$ cat config.mk
export PLATFORM = sky130hd
export DESIGN_NAME = mux_arbitrado
export DESIGN_NICKNAME = d
export VERILOG_FILES = /design/src/rtl/mux_arbitrado_pkg.sv /design/src/rtl/arbitro_rr.sv /design/src/rtl/mux_arbitrado.sv
export SDC_FILE = /design/constraint.sdc
export NUM_CORES = 1
export LEC_CHECK = 0
export CORE_AREA = 2 2 72 74
export CTS_CLUSTER_DIAMETER = 40
export DETAILED_ROUTE_END_ITERATION = 10
export DIE_AREA = 0 0 74 76
export PLACE_DENSITY = 0.68
export SETUP_SLACK_MARGIN = 0.3
export SYNTH_ARGS = -nofsm -noshare
export SYNTH_HDL_FRONTEND = slang
export SYNTH_SLANG_ARGS = --single-unit
$ cat constraint.sdc
create_clock -name clock -period 3.4 [get_ports clock]
set_clock_uncertainty 0.1 [all_clocks]
set_input_delay 0.68 -clock clock [delete_from_list [all_inputs] [get_ports clock]]
set_output_delay 0.68 -clock clock [all_outputs]
set_load 0.03 [all_outputs]
$ cat src/rtl/mux_arbitrado_pkg.sv
// rtl/mux_arbitrado_pkg.sv - shared constants and round-robin search helper for mux_arbitrado
package mux_arbitrado_pkg;

  localparam logic MODO_FIXO  = 1'b0;
  localparam logic MODO_RR    = 1'b1;
  localparam int   CONTADOR_W = 16;

  // Widest request vector the search helper accepts; callers zero-extend into it
  localparam int RR_MAX_CANAIS = 64;
  localparam int RR_IDX_W      = $clog2(RR_MAX_CANAIS);

  // Index of the first set request at or after ponteiro, wrapping at num_canais.
  // Returns -1 when no request is set. Scanning from the far end downwards lets the
  // closest hit overwrite the others, so the result is the first one in search order.
  function automatic int rr_busca(input logic [RR_MAX_CANAIS-1:0] pedidos,
                                  input int                       ponteiro,
                                  input int                       num_canais);
    int idx;
    int achado;
    achado = -1;
    for (int k = RR_MAX_CANAIS - 1; k >= 0; k--) begin
      if (k < num_canais) begin
        idx = ponteiro + k;
        if (idx >= num_canais) begin
          idx = idx - num_canais;
        end
        if (pedidos[idx[RR_IDX_W-1:0]]) begin
          achado = idx;
        end
      end
    end
    return achado;
  endfunction

endpackage

$ cat src/rtl/arbitro_rr.sv
// rtl/arbitro_rr.sv - combinational round-robin arbiter; pointer register lives in the parent
module arbitro_rr
  import mux_arbitrado_pkg::*;
#(
  parameter int  NUM_CANAIS = 4,
  localparam int SEL_W      = $clog2(NUM_CANAIS)
) (
  input  logic [NUM_CANAIS-1:0] pedidos_i,
  input  logic [SEL_W-1:0]      ponteiro_i,
  input  logic                  habilita_i,
  output logic [NUM_CANAIS-1:0] concessao_o,
  output logic [SEL_W-1:0]      indice_o,
  output logic                  encontrado_o
);

  logic [RR_MAX_CANAIS-1:0] pedidos_ext;
  int                       busca;

  // Search for the first requester starting at the pointer
  always_comb begin
    pedidos_ext                 = '0;
    pedidos_ext[NUM_CANAIS-1:0] = pedidos_i;
    busca                       = rr_busca(pedidos_ext, int'(ponteiro_i), NUM_CANAIS);
  end

  assign encontrado_o = (busca >= 0);
  assign indice_o     = busca[SEL_W-1:0];

  // Candidate exists regardless of enable; the one-hot grant only when enabled
  always_comb begin
    concessao_o = '0;
    if (habilita_i && encontrado_o) begin
      concessao_o[indice_o] = 1'b1;
    end
  end

endmodule

$ cat src/rtl/mux_arbitrado.sv
// rtl/mux_arbitrado.sv - N-channel registered mux with valid/ready handshakes; optional MUX_ARBITRADO_CONTADOR_EN transfer counter
module mux_arbitrado
  import mux_arbitrado_pkg::*;
#(
  parameter int  LARGURA    = 8,
  parameter int  NUM_CANAIS = 4,
  localparam int SEL_W      = $clog2(NUM_CANAIS)
) (
  input  logic                          clock,
  input  logic                          reset,
  input  logic [NUM_CANAIS*LARGURA-1:0] entradas,
  input  logic [NUM_CANAIS-1:0]         validos,
  output logic [NUM_CANAIS-1:0]         prontos,
  input  logic                          modo,
  input  logic [SEL_W-1:0]              controle,
  output logic [LARGURA-1:0]            resultado,
  output logic                          resultado_valido,
  input  logic                          resultado_pronto,
  output logic [SEL_W-1:0]              canal_atual
`ifdef MUX_ARBITRADO_CONTADOR_EN
  ,
  output logic [CONTADOR_W-1:0]         transferencias
`endif
);

  logic [LARGURA-1:0]    resultado_q, resultado_d;
  logic                  valido_q, valido_d;
  logic [SEL_W-1:0]      canal_q, canal_d;
  logic [SEL_W-1:0]      ponteiro_q, ponteiro_d;

  logic                  carregar;
  logic                  transferir;
  logic                  controle_ok;
  logic                  fixo_concede;
  logic [NUM_CANAIS-1:0] fixo_concessao;
  logic                  rr_habilita;
  logic                  rr_encontrado;
  logic [NUM_CANAIS-1:0] rr_concessao;
  logic [SEL_W-1:0]      rr_indice;
  logic                  concede;
  logic [SEL_W-1:0]      canal_conc;
  logic [LARGURA-1:0]    dado_conc;

  // The output register can take new data when empty or being drained this cycle
  assign carregar   = !valido_q || resultado_pronto;
  assign transferir = valido_q && resultado_pronto;

  // controle may exceed the channel count when NUM_CANAIS is not a power of two
  assign controle_ok = (int'(controle) < NUM_CANAIS);

  // Fixed-select grant: only the addressed channel, only if it is requesting
  always_comb begin
    fixo_concede   = 1'b0;
    fixo_concessao = '0;
    if (!reset && carregar && (modo == MODO_FIXO) && controle_ok && validos[controle]) begin
      fixo_concede             = 1'b1;
      fixo_concessao[controle] = 1'b1;
    end
  end

  assign rr_habilita = !reset && carregar && (modo == MODO_RR);

  arbitro_rr #(
    .NUM_CANAIS (NUM_CANAIS)
  ) u_arbitro_rr (
    .pedidos_i    (validos),
    .ponteiro_i   (ponteiro_q),
    .habilita_i   (rr_habilita),
    .concessao_o  (rr_concessao),
    .indice_o     (rr_indice),
    .encontrado_o (rr_encontrado)
  );

  assign prontos    = (modo == MODO_RR) ? rr_concessao : fixo_concessao;
  assign concede    = (modo == MODO_RR) ? (rr_habilita && rr_encontrado) : fixo_concede;
  assign canal_conc = (modo == MODO_RR) ? rr_indice : controle;

  // Data of the granted channel
  always_comb begin
    dado_conc = '0;
    for (int i = 0; i < NUM_CANAIS; i++) begin
      if (int'(canal_conc) == i) begin
        dado_conc = entradas[i*LARGURA +: LARGURA];
      end
    end
  end

  // Next state: load on grant, drain on transfer, otherwise hold
  always_comb begin
    resultado_d = resultado_q;
    valido_d    = valido_q;
    canal_d     = canal_q;
    ponteiro_d  = ponteiro_q;
    if (concede) begin
      resultado_d = dado_conc;
      canal_d     = canal_conc;
      valido_d    = 1'b1;
      if (modo == MODO_RR) begin
        ponteiro_d = (int'(canal_conc) == NUM_CANAIS - 1) ? '0 : canal_conc + 1'b1;
      end
    end else if (transferir) begin
      valido_d = 1'b0;
    end
  end

  // Output register, channel tag and round-robin pointer
  always_ff @(posedge clock) begin
    if (reset) begin
      resultado_q <= '0;
      valido_q    <= 1'b0;
      canal_q     <= '0;
      ponteiro_q  <= '0;
    end else begin
      resultado_q <= resultado_d;
      valido_q    <= valido_d;
      canal_q     <= canal_d;
      ponteiro_q  <= ponteiro_d;
    end
  end

  assign resultado        = resultado_q;
  assign resultado_valido = valido_q;
  assign canal_atual      = canal_q;

`ifdef MUX_ARBITRADO_CONTADOR_EN
  logic [CONTADOR_W-1:0] contador_q, contador_d;

  // Count completed output transfers, wrapping naturally at full scale
  always_comb begin
    contador_d = contador_q;
    if (transferir) begin
      contador_d = contador_q + 1'b1;
    end
  end

  // Transfer counter register
  always_ff @(posedge clock) begin
    if (reset) begin
      contador_q <= '0;
    end else begin
      contador_q <= contador_d;
    end
  end

  assign transferencias = contador_q;
`endif

endmodule

== Yosys cells after proc, flatten, opt, wreduce, memory -nomap -nowiden ==
Index checks and enable logic that the tools add are counted.

* Memory bits (read-only): 0
* Memory bits (writable): 0
* Latch bits: 0
* Bits of input ports: 42
* Memories: 0
* Word-level logic and storage cells: 78
* Flip-flop bits (word level): 13

* Reductions and logical operators: 14
* Bitwise operators: 1
* $mul: 0
* Div/mod/pow operators: 0
* Add/subtract/negate cells: 8
* Muxes and demuxes: 35
* Eq/ne operators: 3
* Shifts and indexed selects: 0
* Magnitude comparators: 13

{| class="wikitable"
|+ Operators with widths
! operator !! count
|-
| $mux W32 || 8
|-
| $ge A32 B4 Y1 const B || 3
|-
| $sub A32 B4 Y32 const B || 3
|-
| $ge A32 B1 Y1 const B || 1
|-
| $mux W8 || 4
|-
| $lt A6 B7 Y1 const B || 4
|-
| $bmux W1 S6 || 4
|-
| $mux W4 || 3
|-
| $mux W1 || 11
|-
| $logic_and A1 B1 Y1 || 8
|-
| $add A2 B2 Y3 const B || 2
|-
| $lt A2 B3 Y1 const B || 2
|-
| $demux W1 S2 || 2
|-
| $eq A2 B2 Y1 const B || 2
|-
| $ge A2 B1 Y1 const B || 2
|-
| $mux W2 || 2
|-
| $sub A2 B3 Y4 const B || 1
|-
| $add A2 B1 Y3 const B || 1
|-
| $ge A2 B3 Y1 const B || 1
|-
| $add A2 B1 Y2 const B || 1
|-
| $bmux W1 S2 || 1
|-
| $eq A2 B1 Y1 const B || 1
|-
| $logic_not A1 Y1 || 2
|-
| $logic_not A2 Y1 || 1
|-
| other kinds (4) || 4
|}

== Logic depth before layout (Yosys ltp) ==
Gate-level depths: netlist (run 1).

* Depth after elaboration: 15
* Depth in mapped cells: 16
* Depth with buffers taken out: 13

== By module ==
Synthesis (run 1) repeated with hierarchy kept, for this count alone.

* Cell total of the unflattened synthesis: 160
* Area total of the unflattened synthesis: 1,381.3 sq um

{| class="wikitable"
|+ Modules (own cells, without submodules)
! module !! cells each !! instances !! sequential area each (sq um) !! area each (sq um)
|-
| mux_arbitrado || 115 || 1 || 260.2 || 977.2
|-
| arbitro_rr || 45 || 1 || 0.0 || 404.1
|}

== Least setup slack after synthesis (run 1) ==
Ideal clock, no wire load.

* Path type: reg2out
* From: register ponteiro_q[0]
* To: output prontos[2]
* Arrival time: 2.809 ns
* Stages on the path, launching flop included: 11
* Data required time: 2.620 ns
* Path slack: -0.189 ns
* Path buffers: 3
* Cells stage by stage: dfxtp_1 > buf_6 > clkbuf_8 > inv_1 > ha_1 > inv_1 > or3_4 > and4_4 > buf_6 > or2_4 > o31ai_1

* Longest elaborated chain between the ends: 15

{| class="wikitable"
|+ RTL lines
! element !! line !! RTL
|-
| from (decl) || mux_arbitrado.sv:29 || <nowiki>logic [SEL_W-1:0] ponteiro_q, ponteiro_d;</nowiki>
|-
| from (signal assigned) || mux_arbitrado.sv:117 || <nowiki>ponteiro_q <= ponteiro_d;</nowiki>
|-
| $add A2 B2 Y3 || mux_arbitrado_pkg.sv:23 || <nowiki>idx = ponteiro + k;</nowiki>
|-
| $sub A32 B4 Y32 or $ge A32 B4 Y1 (tied branches) || mux_arbitrado_pkg.sv:25, mux_arbitrado_pkg.sv:24 ||
|-
| $mux W32 || mux_arbitrado_pkg.sv:24 || <nowiki>if (idx >= num_canais) begin</nowiki>
|-
| $bmux W1 S6 || mux_arbitrado_pkg.sv:27 || <nowiki>if (pedidos[idx[RR_IDX_W-1:0]]) begin</nowiki>
|-
| $mux W1 (implied by the code) || mux_arbitrado_pkg.sv:27 ||
|-
| $mux W32 (3 in a row) || mux_arbitrado_pkg.sv:27 ||
|-
| $mux W32 * || mux_arbitrado_pkg.sv:27 ||
|-
| branches (longest 4 deep; another with $ge A32 B1 Y1) || n/a ||
|-
| $mux W4 * || arbitro_rr.sv:32 || <nowiki>if (habilita_i && encontrado_o) begin</nowiki>
|-
| $mux W4 * || mux_arbitrado.sv:74 || <nowiki>assign prontos = (modo == MODO_RR) ? rr_concessao : fixo_concessao;</nowiki>
|-
| to (decl) || mux_arbitrado.sv:13 || <nowiki>output logic [NUM_CANAIS-1:0] prontos,</nowiki>
|}

Every way passes the cells marked *. The select of a mux whose other input is x is not followed.

== Worst setup path after layout (run 1) ==
* From: register ponteiro_q[0]
* To: output prontos[3]

Same word-level chain as after synthesis.

==> results.md, run 1 <==
- Fmax: 0.3119 GHz
- Via count: 1680
- H-tree levels: 1
- Worst Max-Slew Pin Slew: 0.4236 ns
- CORE AREA: 4912 sq um
- Crit path kind: reg2out
- Antenna violations before repair: 0
- Leading register cell type out of synthesis: dfxtp_1
- Final Hold Vio Count: 0
- Num rows: 26
- Syn Nets: 217
- First-pass DRT Iterations: 4
- Post-synth EDFFs: 0
- Hold path cells: 2
- Setup_tns: 0 ns
- Util after Layout: 0.5578
- Max-slew headroom: 0.7176
- Yosys cell types: 51
- Total power draw: 0.001374 W
- GR Overflow Total: 0
- Crit Path Max Fanout: 5
- Outcome: finished, final reports clean
- Syn Area/Cell: 8.540 sq um
- PortBufs: 56
- Mapped Area: 1418 sq um
- CTS Buf Count: 3
- P&R area growth vs syn: 93.29%
- Dpl hpwl: 3596 um
- Final setup violation count: 0
- Levels on crit path: 8
- Largest net degree at the start of global routing: 18
- Post-DR vias/cell: 5.060
- Worst-Skew Late Latency: 0.24 ns
- CTS Sinks: 13
- PD cells: 501.6 nW/um^2
- P_leak: 1.045 nW
- Worst VDD drop: 0.2108 mV
- Clk buf depth: 2
- Post-route ant nets: 0
- Yosys warns: 0
- Area of placed instances: 2280 sq um
- Fin crit share: 0.9429
- Hold-fix buffers, CTS: 0
- Final instance area: 2740 sq um
- Initial detailed-routing violation count: 21
- CP cell instances: ha_1, and2b_2, or3_4, a211o_4, and3_4, buf_6, o31ai_4, buf_6
- RSZ-0062 raised after global routing: yes
- Slowest CP cell: dfxtp_4
- Syn Inst Count: 166
- Reg clk slew, reported paths: 0.05 ns
- Die H: 76 um
- Die footprint: 5624 sq um
- Die width: 74 um
- Total wire length: 4985 um
- Crit end category: output port
- Worst path arrival time: 2.43 ns
- Startpoint types: flip-flop
- Fin. max-slew vios: 0
- Sequential area share after synthesis: 0.1836
- First-pass GRT wire length: 7783 um
- Diode count: 0
- Overall Global Routing Usage: 0.1720
- Drt wl/cell: 15.02 um
- Max Cap Violations: 0
- Crit path buffers/inverters: 2
- Worst path max stage delay: 0.39 ns
- HP Class: reg2reg
- TritonCTS clock tree: built
- I/O Pins: 57
- Min Tclk post-route: 3.206 ns
- # DRC: 0
- Worst path most repeated cell: buf_6
- Layout cells sized above 1: 0.4771
- Initial Utilization: 0.2886
- Vias in the first global route: 1709
- Post-synth ARST share: 0
- Worst reg2reg path depth: 13
- Gpl congestion: 0.7865
- Seq cells post-synth: 13
- CP delay by family, top: simple AND/OR/NAND/NOR gates
- Clk root buf: clkbuf_8
- Required @ worst endpoint: 2.62 ns
- Layout Nets: 314
cells in the mapped netlist, drive strengths merged (3+ instances only):
cell type | number | area, sq um
inv | 15 | 56.30
dfxtp | 13 | 260.3
or3 | 3 | 25.03
a221oi | 7 | 61.31
or2 | 3 | 21.27
a211oi | 20 | 150.1
mux2 | 5 | 56.30
buf | 4 | 37.53
a21oi | 3 | 15.01
clkbuf | 8 | 61.30
ha | 9 | 112.6
nor2b | 9 | 56.30
o31ai | 12 | 90.09
nand2 | 14 | 52.55
mux2i | 5 | 50.05
or2b | 3 | 26.28
metal layers:
layer	track usage	vias to the layer above	routed length, um
li1	-	828	-
met2	0.3098	57	2459
met5	0	-	0
met4	0.03091	0	68
met1	0.2063	789	2133
met3	0.03704	6	323
cells by family after synthesis:
kind of cell | count (synthesis) | share of synthesized area
AO/OA/AOI/OAI | 59 | 0.3328
adder cells (fa/ha/maj) | 9 | 0.07944
buffers and inverters | 27 | 0.1094
flip-flops | 13 | 0.1836
multiplexers | 11 | 0.09091
AND/OR/NAND/NOR | 47 | 0.2039
path summary, 6_finish.rpt:
path                  from           end  slack (ns)
max          ponteiro_q[0]    prontos[3]        0.19
min           resultado[7]  resultado[7]        0.36
max reg2reg  ponteiro_q[0]  resultado[7]        0.24
min reg2reg   resultado[7]  resultado[7]        0.36
timing repair:
action | CTS | global route
endpoints found under the hold margin | 0 | 0
setup buffers | 11 | 4
resized for setup | 57 | 25
endpoints found under the setup margin | 13 | 13
pin swaps | 22 | 15
power breakdown:
part | leakage [nW] | internal (W) | switching [W] | total, W
Clock | 0.0228 | 0.0000829 | 0.0000564 | 0.000139
Combinational | 0.914 | 0.000543 | 0.000486 | 0.00103
Sequential | 0.109 | 0.000183 | 0.0000234 | 0.000206
Total | 1.05 | 0.000809 | 0.000565 | 0.00137
area by class of cell:
type | count | area [sq um]
Clock buffer | 4 | 45.04
Timing Repair Buffer | 104 | 954.7
Tap cell | 70 | 87.58
Fill cell | 435 | 2172
Multi-Input combinational cell | 126 | 1319
Inverter | 15 | 66.31
Sequential cell | 13 | 267.8
metrics by stage:
stage	setup WS (ns)	hold WS, ns	std cells
2_1_floorplan	0.2684	0.4794	166
3_3_place_gp	-0.4053	0.3444	313
3_5_place_dp	-0.4139	0.3510	313
4_1_cts	0.2191	0.3598	328
5_1_grt	0.1387	0.3722	332
6_report	0.1943	0.3551	332
cells in the final DEF, fill, tap and decap left out, types with 5 or more instances in the layout:
| cell | synthesis | routed |
|---|---|---|
| clkdlybuf4s50_1 | 0 | 48 |
| buf_4 | 0 | 39 |
| nand2_1 | 14 | 14 |
| a211oi_1 | 20 | 14 |
| buf_6 | 3 | 12 |
| inv_1 | 15 | 11 |
| dfxtp_1 | 13 | 11 |
| nor2b_1 | 9 | 8 |
| a221oi_2 | 0 | 7 |
| o31ai_1 | 12 | 7 |
| a211oi_2 | 0 | 5 |
worst register-to-register path, cell delays in order, from the launching register on:
cell,delay [ns]
dfxtp_4,0.39
ha_1,0.14
and2b_2,0.24
or3_4,0.38
a211o_4,0.35
a41o_2,0.27
inv_2,0.10
ha_4,0.17
nor2b_4,0.06
buf_4,0.14
a221oi_2,0.26
o31ai_1,0.10
a211oi_1,0.26
a211oi_1,0.08
registers in the layout (all words and copies together), names as in the netlist:
name,cells
canal_atual,2
resultado_valido,1
ponteiro_q,2
resultado,8
Note: power is estimated with default switching activity, not from simulation.
==> inputs of run 2 (changes only) <==
clock period = 2.8 ns   (was 3.4 ns; I/O delays follow)
==> results.md, run 2 (synthesized netlist as in run 1, its figures left out) <==
- Die footprint: 5624 sq um (unchanged)
- Vias in the first global route: 1765 (was 1709)
- Crit path buffers/inverters: 4 (was 2)
- CP Launch Point: ponteiro_q[0] (unchanged)
- Failing checks: setup timing
- Total wire length: 5078 um (was 4985 um)
- CORE AREA: 4912 sq um (unchanged)
- Seq pwr share: 0.147 (was 0.150)
- Worst path max stage delay: 0.40 ns (was 0.39 ns)
- Startpoint types: flip-flop (unchanged)
- Die width: 74 um (unchanged)
- Layout Nets: 323 (was 314)
- Fin. max-slew vios: 0 (unchanged)
- Hold-fix buffers, CTS: 0 (unchanged)
- Critical R2R Launch: ponteiro_q[0] (unchanged)
- Post-route ant nets: 0 (unchanged)
- Gpl congestion: 0.8794 (was 0.7865)
- Diode count: 0 (unchanged)
- H-tree levels: 1 (unchanged)
- Final setup margin: -0.3494 ns (was 0.1943 ns)
- Drt wl/cell: 14.89 um (was 15.02 um)
- Initial Utilization: 0.2886 (unchanged)
- Clk root buf: clkbuf_8 (unchanged)
- Worst VDD drop: 0.3701 mV (was 0.2108 mV)
- Overall Global Routing Usage: 0.1771 (was 0.1720)
- Clk buf depth: 2 (unchanged)
- Final instance area: 2838 sq um (was 2740 sq um)
- Max Cap Violations: 0 (unchanged)
- Non-Filler Instances: 341 (was 332)
- Reg clk slew, reported paths: 0.05 ns (about the same)
- RSZ-0062 raised after global routing: yes (unchanged)
- Required @ worst endpoint: 2.83 ns (was 2.62 ns)
- Die H: 76 um (unchanged)
- Via count: 1709 (was 1680)
- Util after Layout: 0.5777 (was 0.5578)
- Sw Pwr: 0.0006937 W (was 0.0005653 W)
- Crit Path Max Fanout: 6 (was 5)
- Antenna violations before repair: 0 (unchanged)
- # DRC: 0 (unchanged)
- Combinational Power Share: 0.756 (was 0.749)
- Switching Share: 0.4072 (was 0.4113)
- Max-slew headroom: 0.7262 (was 0.7176)
- Area of placed instances: 2427 sq um (was 2280 sq um)
- CTS Sinks: 13 (unchanged)
- Layout cells sized above 1: 0.4797 (was 0.4771)
- Crit end category: flip-flop (was output port)
- Commonest non-fill, non-tap cell in the layout: buf_4 (was clkdlybuf4s50_1)
- CP cell instances: buf_12, inv_6, ha_4, inv_2, or3_4, a211o_4, a41o_4, ha_4, nor2b_4, buf_6, a221oi_2, o31ai_1, a211oi_1, a211oi_1 (was ha_1, and2b_2, or3_4, a211o_4, and3_4, buf_6, o31ai_4, buf_6)
- P&R area growth vs syn: 100.2% (was 93.29%)
- Clock power share: 0.097 (was 0.101)
- Max reg flops: 8 (unchanged)
- First-pass DRT Iterations: 4 (unchanged)
- First-pass GRT wire length: 8017 um (was 7783 um)
- PortBufs: 56 (unchanged)
- Largest net degree at the start of global routing: 17 (was 18)
- Initial detailed-routing violation count: 53 (was 21)
- Worst Max-Slew Pin Slew: 0.4070 ns (was 0.4236 ns)
- Fin crit share: 1.125
- Dpl hpwl: 3632 um (was 3596 um)
- Setup_tns: -3.157 ns (was 0 ns)
- Final setup violation count: 12 (was 0)
- CTS Buf Count: 3 (unchanged)
- Worst path arrival time: 3.18 ns (was 2.43 ns)
- Fmax: 0.3175 GHz
- Num rows: 26 (unchanged)
- Most frequent cells in the layout: buf_4, clkdlybuf4s50_1, a211oi_1, nand2_1 (was clkdlybuf4s50_1, buf_4, nand2_1, a211oi_1, buf_6)
- Hold path start: resultado[7] (unchanged)
- Internal: 0.001010 W (was 0.0008091 W)
- I/O Pins: 57 (unchanged)
- Final Hold Vio Count: 0 (unchanged)
- GR Overflow Total: 0 (unchanged)
- Min Tclk post-route: 3.149 ns
- Crit path kind: reg2reg (was reg2out)
- HP Class: reg2reg (unchanged)
- Worst-Skew Late Latency: 0.24 ns (about the same)
- P_leak: 1.101 nW (was 1.045 nW)
- Dpl ws: -0.8413 ns (was -0.4139 ns)
- Outcome: finished, violations left (was finished, final reports clean)
- PD cells: 600.3 nW/um^2 (was 501.6 nW/um^2)
- Post-DR vias/cell: 5.012 (was 5.060)
- CP delay by family, top: compound AO/OA/AOI/OAI gates (was simple AND/OR/NAND/NOR gates)
- TritonCTS clock tree: built (unchanged)
- Slowest CP cell: dfxtp_4 (unchanged)
- Cell count after placement: 326 (was 313)
## run 2: repair_timing
item                                    4_1_cts  5_1_grt
buffers inserted                              7        4
endpoints found under the setup margin       17       16
resized for setup                            50       12
pin swaps                                    26       15
## run 2: power by group through the flow
| stage | Sequential (W) | Combinational, W | Clock [W] |
|---|---|---|---|
| 2_1_floorplan | 0.000296 | 0.000599 | 0 |
| 3_3_place_gp | 0.000251 | 0.000986 | 0 |
| 3_5_place_dp | 0.000251 | 0.000999 | 0 |
| 4_1_cts | 0.000252 | 0.00121 | 0.000169 |
| 5_1_grt | 0.000256 | 0.00137 | 0.000175 |
| 6_report | 0.000251 | 0.00129 | 0.000165 |
## run 2: cell type report
class | count | area, sq um
Multi-Input combinational cell | 126 | 1339
Sequential cell | 13 | 267.8
Fill cell | 422 | 2074
Tap cell | 70 | 87.58
Timing Repair Buffer | 113 | 1035
Clock buffer | 4 | 45.04
Inverter | 15 | 63.81
## run 2: final timing paths
path	to	slack [ns]	cells after the start
worst min-delay path	resultado[7]	0.35	2
worst max register to register	resultado[3]	-0.35	14
worst max-delay path	resultado[3]	-0.35	14
worst min register to register	resultado[7]	0.35	2
## run 2: per-stage QoR
stage	hold WS [ns]	total power [W]
after global routing	0.3847	0.001803
after detailed placement	0.3465	0.001250
after floorplan	0.4794	0.0008941
final	0.3517	0.001704
after global placement	0.3436	0.001236
after CTS	0.3574	0.001631
## run 2: worst reg2reg max path, cell delays in order (launching register included)
cell and delay [ns]:
dfxtp_4 0.40, buf_12 0.11, inv_6 0.03, ha_4 0.29
inv_2 0.05, or3_4 0.35, a211o_4 0.36, a41o_4 0.29
ha_4 0.17, nor2b_4 0.14, buf_6 0.12, a221oi_2 0.24
o31ai_1 0.11, a211oi_1 0.21, a211oi_1 0.07
## run 2: routing by layer
metal / vias to the layer above / GRT usage / share of wire
met3: 12 / 0.04365 / 0.057
met2: 51 / 0.3107 / 0.50
met5: - / 0 / 0
met1: 796 / 0.2104 / 0.42
li1: 850 / - / -
met4: 0 / 0.04545 / 0.022
==> inputs of run 3 (changes only) <==
CTS_CLUSTER_DIAMETER = not set   (was 40)
clock period = 2.68 ns   (was 2.8 ns; I/O delays follow)
==> results.md, run 3 (synthesized netlist as in run 1, its figures left out) <==
- Failing checks: setup timing (unchanged)
- Overall Global Routing Usage: 0.1587 (was 0.1771)
- Hold-fix buffers, CTS: 0 (unchanged)
- Die footprint: 5624 sq um (unchanged)
- Startpoint types: flip-flop (unchanged)
- Final setup violation count: 13 (was 12)
- Dpl hpwl: 3500 um (was 3632 um)
- Gpl congestion: 0.8330 (was 0.8794)
- Initial detailed-routing violation count: 60 (was 53)
- Largest net degree at the start of global routing: 17 (unchanged)
- Post-route ant nets: 0 (unchanged)
- Worst path arrival time: 2.44 ns (was 3.18 ns)
- PortBufs: 56 (unchanged)
- Crit Path Max Fanout: 6 (unchanged)
- Worst Max-Slew Pin Slew: 0.3647 ns (was 0.4070 ns)
- Max Cap Violations: 0 (unchanged)
- Fmax: 0.3249 GHz
- Util after Layout: 0.5502 (was 0.5777)
- CTS Sinks: 13 (unchanged)
- Post-DR vias/cell: 4.997 (was 5.012)
- Layout Nets: 312 (was 323)
- CTS Buf Count: 3 (unchanged)
- WHS: 0.3533 ns (was 0.3517 ns)
- CP cell instances: inv_6, ha_4, inv_2, or3_4, a211o_4, and3_4, a31o_4, clkdlybuf4s15_2 (was buf_12, inv_6, ha_4, inv_2, or3_4, a211o_4, a41o_4, ha_4, nor2b_4, buf_6, a221oi_2, o31ai_1, a211oi_1, a211oi_1)
- H-tree levels: 1 (unchanged)
- TritonCTS clock tree: built (unchanged)
- Worst hold path endpoint: resultado[5] (was resultado[7])
- Total power draw: 0.001663 W (was 0.001704 W)
- Outcome: finished, violations left (unchanged)
- Hold path cells: 2 (unchanged)
- Die width: 74 um (unchanged)
- Diode count: 0 (unchanged)
- Fin crit share: 1.148
- Required @ worst endpoint: 2.04 ns (was 2.83 ns)
- Final setup margin: -0.3976 ns (was -0.3494 ns)
- PD cells: 615.5 nW/um^2 (was 600.3 nW/um^2)
- # DRC: 0 (unchanged)
- Total wire length: 4552 um (was 5078 um)
- Drt wl/cell: 13.79 um (was 14.89 um)
- Critical R2R Launch: ponteiro_q[0] (unchanged)
- Final Hold Vio Count: 0 (unchanged)
- Die H: 76 um (unchanged)
- Clk buf depth: 2 (unchanged)
- Worst R2R End: resultado[2] (was resultado[3])
- Layout cells sized above 1: 0.4538 (was 0.4797)
- First-pass DRT Iterations: 4 (unchanged)
- Antenna violations before repair: 0 (unchanged)
- Worst path max stage delay: 0.41 ns (was 0.40 ns)
- Num rows: 26 (unchanged)
- Min Tclk post-route: 3.078 ns
- Crit end category: output port (was flip-flop)
- Crit path kind: reg2out (was reg2reg)
- HP Class: reg2reg (unchanged)
- Slowest CP cell: dfxtp_4 (unchanged)
- Via count: 1649 (was 1709)
- Max reg flops: 8 (unchanged)
- Worst-Skew Late Latency: 0.24 ns (about the same)
- Worst reg2reg path depth: 12 (was 14)
- RSZ-0062 raised after global routing: yes (unchanged)
- Reg clk slew, reported paths: 0.06 ns (was 0.05 ns)
- GR Overflow Total: 0 (unchanged)
- Vias in the first global route: 1582 (was 1765)
- Most frequent cells in the layout: clkdlybuf4s50_1, buf_4, a211oi_1, nand2_1 (was buf_4, clkdlybuf4s50_1, a211oi_1, nand2_1)
- I/O Pins: 57 (unchanged)
- Worst VDD drop: 0.3044 mV (was 0.3701 mV)
- P&R area growth vs syn: 90.64% (was 100.2%)
- Clk root buf: clkbuf_8 (unchanged)
- Reg2reg setup slack: -0.36 ns (was -0.35 ns)
- First-pass GRT wire length: 7279 um (was 8017 um)
- CORE AREA: 4912 sq um (unchanged)
- Commonest non-fill, non-tap cell in the layout: clkdlybuf4s50_1 (was buf_4)
- Initial Utilization: 0.2886 (unchanged)
- Max-slew headroom: 0.7534 (was 0.7262)
- Fin. max-slew vios: 0 (unchanged)
- P_leak: 1.031 nW (was 1.101 nW)
- Hold path start: resultado[5] (was resultado[7])
## run 3: cell count changes in the layout (fill, tap and decap cells not counted), sizes merged
cell	change
dlygate4sd2	+2
buf	-14
clkdlybuf4s15	+1
clkbuf	-1
a21o	+1
## run 3: layer usage
metal	up-vias	GRT usage	part of all wire	wire, um
li1	830	-	-	-
met1	773	0.2044	0.45	2034
met2	44	0.2759	0.50	2271
met3	2	0.02910	0.050	229
met4	0	0.02364	0.0037	17
met5	-	0	0	0
## run 3: timing repair
action / in CTS / in global routing
gates resized for setup: 45 / 10
buffers inserted: 3 / 1
cloned: 1 / 0
pin swaps: 21 / 11
endpoints found under the setup margin: 17 / 17
## run 3: final cells by class
type	instances	area [sq um]
Clock buffer	4	45.04
Fill cell	432	2210
Inverter	15	63.81
Multi-Input combinational cell	127	1309
Sequential cell	13	267.8
Tap cell	70	87.58
Timing Repair Buffer	101	929.6
## run 3: power by group
group	switching [W]	leakage, nW	total (W)	internal, W
combinational	0.000583	0.900	0.00123	0.000645
clock	0.0000660	0.0228	0.000171	0.000105
sequential	0.0000330	0.109	0.000265	0.000232
## run 3: worst max path at each step
stage | start | end | cells after the start
6_report | ponteiro_q[0] | prontos[0] | 8
5_1_grt | ponteiro_q[0] | resultado[2] | 12
4_1_cts | ponteiro_q[0] | prontos[0] | 8
3_5_place_dp | validos[2] | resultado[5] | 12
3_3_place_gp | validos[3] | resultado[5] | 12
2_1_floorplan | ponteiro_q[0] | resultado[6] | 16
## run 3: critical path: cells and delay by family, from the launching register on
kind,cells,cell delay [ns]
simple gates,2,0.56
compound gates,2,0.56
flops,1,0.41
buf+inv,3,0.36
fa+ha+maj,1,0.29
## run 3: per-stage QoR
stage	setup TNS (ns)	std cells	cell area (sq um)	worst slack (ns)
after CTS	-4.364	329	2633	-0.3841
after global routing	-5.460	330	2703	-0.4846
after detailed placement	-10.87	321	2392	-0.9080
after global placement	-9.849	321	2392	-0.8197
final	-4.172	330	2703	-0.3976
after floorplan	-3.642	166	1560	-0.4435
